`src/rtl/pe_pkg.sv`:
```
// pe_pkg: shared defaults, FSM encoding and write-select codes for pe_feeder
package pe_pkg;
  localparam int D_WIDTH_DEF = 32;
  localparam int A_WIDTH_DEF = 8;
  localparam int DEPTH_DEF = 16;
  typedef enum logic [1:0] {IDLE = 2'd0, STREAM = 2'd1, DONE = 2'd2} state_t;
  localparam logic SEL_WEIGHT = 1'b0;
  localparam logic SEL_IACT = 1'b1;
endpackage

```
`src/rtl/pe_feed_buf.sv`:
```
// pe_feed_buf: DEPTH x D_WIDTH register file, one write port, one async read port
module pe_feed_buf
  import pe_pkg::*;
#(
  parameter int D_WIDTH = D_WIDTH_DEF,
  parameter int DEPTH = DEPTH_DEF
) (
  input  logic               clk,
  input  logic               we,
  input  logic [3:0]         waddr,
  input  logic [D_WIDTH-1:0] wdata,
  input  logic [3:0]         raddr,
  output logic [D_WIDTH-1:0] rdata
);
  logic [D_WIDTH-1:0] mem [DEPTH];
  always_ff @(posedge clk)
    if (we) mem[waddr] <= wdata;
  assign rdata = mem[raddr];
endmodule

```
`src/rtl/pe_feeder.sv`:
```
// pe_feeder: buffers weights/iacts written by the host and streams them to a PE on request
module pe_feeder
  import pe_pkg::*;
#(
  parameter int D_WIDTH = D_WIDTH_DEF,
  parameter int A_WIDTH = A_WIDTH_DEF,
  parameter int DEPTH = DEPTH_DEF
) (
  input  logic               clk,
  input  logic               rst,
  input  logic               wr_en,
  input  logic               wr_sel,
  input  logic [3:0]         wr_addr,
  input  logic [D_WIDTH-1:0] wr_data,
  input  logic               start,
  input  logic [3:0]         kernel_size,
  input  logic [3:0]         iact_size,
  input  logic               load_weight,
  input  logic               load_iact,
  output logic [D_WIDTH-1:0] weight,
  output logic [D_WIDTH-1:0] iact,
  output logic               weight_valid,
  output logic               iact_valid,
  output logic               busy,
  output logic               done,
  output logic               err
);
  state_t state, next;
  logic [3:0] wcnt, icnt, ksize, isize;
  logic [D_WIDTH-1:0] wrd, ird;
  logic legal, launch, w_go, i_go, fin, wr_ok;
  if (A_WIDTH < 1 || DEPTH < 1) begin : g_bad_param
    $error("pe_feeder: A_WIDTH and DEPTH must be positive");
  end
  assign legal = kernel_size != 4'd0 && kernel_size <= iact_size;
  assign launch = state == IDLE && start && legal;
  assign w_go = state == STREAM && load_weight && wcnt < ksize;
  assign i_go = state == STREAM && load_iact && icnt < isize;
  assign fin = wcnt == ksize && icnt == isize;
  assign wr_ok = wr_en && state == IDLE;
  pe_feed_buf #(.D_WIDTH(D_WIDTH), .DEPTH(DEPTH)) u_wbuf (
    .clk(clk), .we(wr_ok && wr_sel == SEL_WEIGHT), .waddr(wr_addr), .wdata(wr_data),
    .raddr(wcnt), .rdata(wrd)
  );
  pe_feed_buf #(.D_WIDTH(D_WIDTH), .DEPTH(DEPTH)) u_ibuf (
    .clk(clk), .we(wr_ok && wr_sel == SEL_IACT), .waddr(wr_addr), .wdata(wr_data),
    .raddr(icnt), .rdata(ird)
  );
  always_ff @(posedge clk or posedge rst)
    if (rst) state <= IDLE;
    else state <= next;
  always_comb
    next = state == IDLE ? (launch ? STREAM : IDLE) :
           state == STREAM ? (fin ? DONE : STREAM) : IDLE;
  always_comb begin
    busy = state != IDLE;
    done = state == DONE;
  end
  // data outputs only move on an issued request, so they hold across idle/exhausted cycles
  always_ff @(posedge clk or posedge rst)
    if (rst) begin
      wcnt <= '0;
      icnt <= '0;
      ksize <= '0;
      isize <= '0;
      weight <= '0;
      iact <= '0;
      weight_valid <= 1'b0;
      iact_valid <= 1'b0;
      err <= 1'b0;
    end else begin
      err <= state == IDLE && start && !legal;
      weight_valid <= w_go;
      iact_valid <= i_go;
      if (launch) begin
        ksize <= kernel_size;
        isize <= iact_size;
        wcnt <= '0;
        icnt <= '0;
      end
      if (w_go) begin
        weight <= wrd;
        wcnt <= wcnt + 4'd1;
      end
      if (i_go) begin
        iact <= ird;
        icnt <= icnt + 4'd1;
      end
    end
endmodule

```
`config.mk`:
```
export PLATFORM = sky130hd
export DESIGN_NAME = pe_feeder
export DESIGN_NICKNAME = d
export VERILOG_FILES = /design/src/rtl/pe_pkg.sv /design/src/rtl/pe_feed_buf.sv /design/src/rtl/pe_feeder.sv
export SDC_FILE = /design/constraint.sdc
export NUM_CORES = 1
export LEC_CHECK = 0
export ABC_AREA = 0
export ABC_CLOCK_PERIOD_IN_PS = 7900
export CAP_MARGIN = 20
export CORE_MARGIN = 1.5
export CORE_UTILIZATION = 49
export CTS_BUF_LIST = sky130_fd_sc_hd__clkbuf_8 sky130_fd_sc_hd__clkbuf_16
export CTS_CLUSTER_DIAMETER = 150
export DETAILED_ROUTE_END_ITERATION = 10
export PLACE_DENSITY = 0.66
export SKIP_CTS_REPAIR_TIMING = 1
export SYNTH_ARGS = -nofsm -noshare
export SYNTH_HDL_FRONTEND = slang
export SYNTH_SLANG_ARGS = --single-unit
export TNS_END_PERCENT = 5
```
`constraint.sdc`:
```
create_clock -name clk -period 7.9 [get_ports clk]
set_clock_uncertainty 0.1 [all_clocks]
set_input_delay 2.37 -clock clk [delete_from_list [all_inputs] [get_ports clk]]
set_output_delay 2.37 -clock clk [all_outputs]
set_load 0.01 [all_outputs]
```
==> summary.txt <==
STA
  • Final hold vios: 0
  • Fin crit share: 58.84%
  • Slew margin rel.: between 20% and 30%
  • RSZ-0062 raised after global routing: no
  • Setup TNS: 0 ns
  • FMAX: about 220 MHz
  • # setup viols final: 0
  • Worst Tran Pin Value: roughly 1.1 ns
  • Final Max Slew Viols: 0
  • Period minus WS final: 4.648 ns

Route
  • Routed wire length: between 90 and 100 mm
  • Vias per cell: about 5.8
  • Post-route DRC: 0
  • Per-cell routed wire length: between 20 and 30 microns
  • Initial drt markers: 1999
  • Via count: ~20k
  • First drt pass iteration count: 5
  • ANT nets after route: 0

Clocking
  • Clock latency on the worst-skew pair: ~0.66 ns
  • CTS tree: built
  • CTS Buf Count: between 100 and 150
  • Root buffer cell: clkbuf_16
  • H-tree depth: 3
  • Clock sinks: around 1.1k
  • Clock Tree Buf Depth: 3
  • Clock transition at path regs: about 0.060 ns

Synth
  • Syn Nets: between 2k and 2.5k
  • Synthesis Warnings: 0
  • Syn avg cell area: roughly 21 sq um
  • Netlist cell types: 40
  • Async SR Flop Fraction: 7.665%
  • Flops & latches, synth: 1109
  • Dominant synthesized flop cell: edfxtp_1
  • Sequential element share of the synthesized area: a little under 80%
  • Post-synth EDFFs: around 1.0k
  • Post-Synthesis Cells: 1980
  • Area of the mapped netlist: between 40000 and 50000 sq um

Floorplanning
  • Starting Density: between 40 and 50%
  • DIE WIDTH: 296.4 microns
  • Die height: ~300 microns
  • Rows: around 110
  • Core box area: 85280 sq um
  • I/O Pins: 120
  • Area of the die: 87870 sq um

Placed design
  • Detailed placement HPWL: ~52 mm
  • Final GP Congestion: 0.7756
  • Port bufs: 119

Power
  • Clock network fraction of design power: about a third
  • Switch share: 27.36%
  • Logic pwr share: between 20 and 25%
  • Worst vdd ir: approximately 0.00028 V
  • Leak Pwr: around 0.016 uW
  • Net Sw Power: 4230 uW
  • Seq pwr share: 45.3%
  • Internal Power: 11230 uW
  • P per Cell Area: about 320 nW/um^2

GRT
  • First-pass GRT wire length: between 100 and 150 mm
  • Pin count of the biggest net entering global routing: 95
  • Antenna violations before repair: 0
  • All-Layer GR Usage: 21.47%
  • Vias in the first global route: just over 20k
  • Gr ovfl total: 0

Worst setup path
  • Kind of end point of the critical path: output pin
  • Startpoint Class: flop
  • Crit Path Class: reg -> out
  • Worst EP required: 5.43 ns
  • Critical path peak fanout: 5
  • Arrival time at the worst endpoint: around 2.2 ns

Cells and area
  • Share of cells above drive strength 1: between 20 and 25%
  • Fin nets: 2236
  • Synth-to-Final Area Change: 16.10%
  • Final core occ: between 50% and 60%

Run
  • Max_cap viols: 0

Run status
  • Run status: finished clean

Min path
  • HP Class: reg -> reg
[stage by stage]
step | instances | setup slack, ns | cell area [sq um] | hold WS, ns | power, uW
4_1_cts | 3389 | 3.186 | 48580 | 0.3832 | 15620
3_5_place_dp | 3190 | 2.744 | 45080 | 0.3696 | 10620
3_3_place_gp | 3182 | 2.776 | 44890 | 0.3620 | 10560
2_1_floorplan | 1980 | 3.175 | 42190 | 0.3498 | 9352
6_report | 3408 | 3.252 | 48980 | 0.3762 | 15460
5_1_grt | 3406 | 3.112 | 48980 | 0.4093 | 16090
[sequential cells by signal, indices dropped and copies added (netlist names)]
| name | cells |
|---|---|
| err | 1 |
| iact | 32 |
| iact_valid | 1 |
| icnt | 4 |
| isize | 4 |
| ksize | 4 |
| state | 2 |
| u_ibuf.mem | 512 |
| u_wbuf.mem | 512 |
| wcnt | 4 |
| weight | 32 |
| weight_valid | 1 |
[cell families (layout without fill, tap and decap cells)]
group                      after synthesis  count (layout)  synth area share, %
DFF                                   1109            1109                77.92
muxes                                  327             327                15.46
and+or+nand+nor                        254             254                2.544
AOI/OAI and AO/OA                      145             145                2.129
buffers and inverters                  128             410                1.471
adders and majority gates               14              14               0.4152
xor gates and xnor gates                 3               3              0.06229
other                                    0               2                    0
[cell usage after synthesis, types with 7 or more instances]
library cell  instances  area (sq um)
edfxtp_1           1024         30750
mux4_2              256          5766
nand2_1             120         450.4
dfrtp_1              85          2127
nor2_1               67         251.5
o21ai_0              51         255.2
nand3_1              42         210.2
buf_2                39         195.2
clkbuf_1             37         138.9
mux2_2               36         405.4
mux2i_1              35         350.3
a221oi_1             29         254.0
o22ai_1              29         181.4
o21ai_1              24         120.1
inv_1                19         71.32
buf_4                16         120.1
ha_1                 14         175.2
buf_1                12         45.04
nor2b_1               7         43.79
[layer usage]
layer / wire [microns] / share of wire, % / up-vias / GRT usage [%]
met5: 0 / 0 / - / 0
li1: - / - / 8538 / -
met4: 1989 / 2.2 / 0 / 6.284
met1: 38110 / 41 / 10503 / 29.94
met3: 5787 / 6.3 / 116 / 3.033
met2: 46470 / 50 / 655 / 35.66
[final cells by class]
type                            count  area (sq um)
Tap cell                         1144          1431
Clock buffer                      117          2838
Fill cell                        6126         36300
Multi-Input combinational cell    743          8937
Clock inverter                     82         664.4
Timing Repair Buffer              191          2132
Sequential cell                  1109         32900
Antenna cell                        2         5.005
Inverter                           20         78.83
[worst max-delay path, stage by stage, from the launching register on]
cell,delay (ns)
dfrtp_1,0.42
nor2_1,0.52
inv_1,0.08
clkdlybuf4s50_1,0.51
[power by group through the flow]
| stage | logic [uW] | clock network [uW] | registers, uW |
|---|---|---|---|
| detailed placement | 3490 | 0 | 7140 |
| CTS | 3490 | 5110 | 7020 |
| floorplan | 2380 | 0 | 6970 |
| global route | 3710 | 5330 | 7050 |
| global placement | 3420 | 0 | 7140 |
| finish | 3430 | 5020 | 7010 |
[final timing paths]
check / slack, ns / to / startpoint / depth (start not counted)
hold / removal: 0.38 / iact[25]$_DFFE_PP0P_ / iact[25]$_DFFE_PP0P_ / 2
hold reg to reg: 0.38 / iact[25]$_DFFE_PP0P_ / iact[25]$_DFFE_PP0P_ / 2
setup / recovery: 3.25 / busy / state[1]$_DFF_PP0_ / 3
setup reg to reg: 4.26 / weight[9]$_DFFE_PP0P_ / wcnt[3]$_DFFE_PP0P_ / 6
max in group asynchronous: 4.52 / icnt[0]$_DFFE_PP0P_ / rst / 3
min in group asynchronous: 2.02 / weight[18]$_DFFE_PP0P_ / rst / 2
[placed cells by master, fill, tap and decap left out, drive strengths merged, types with 10 or more instances in the layout]
cell / instances
nor2: 67
clkdlybuf4s50: 117
mux2i: 35
dfrtp: 85
clkbuf: 120
bufinv: 10
o21ai: 75
a221oi: 29
ha: 14
edfxtp: 1024
buf: 71
o22ai: 29
inv: 43
clkinv: 45
mux4: 256
nand2: 120
mux2: 36
nand3: 42
Note: power is estimated with default switching activity, not from simulation.
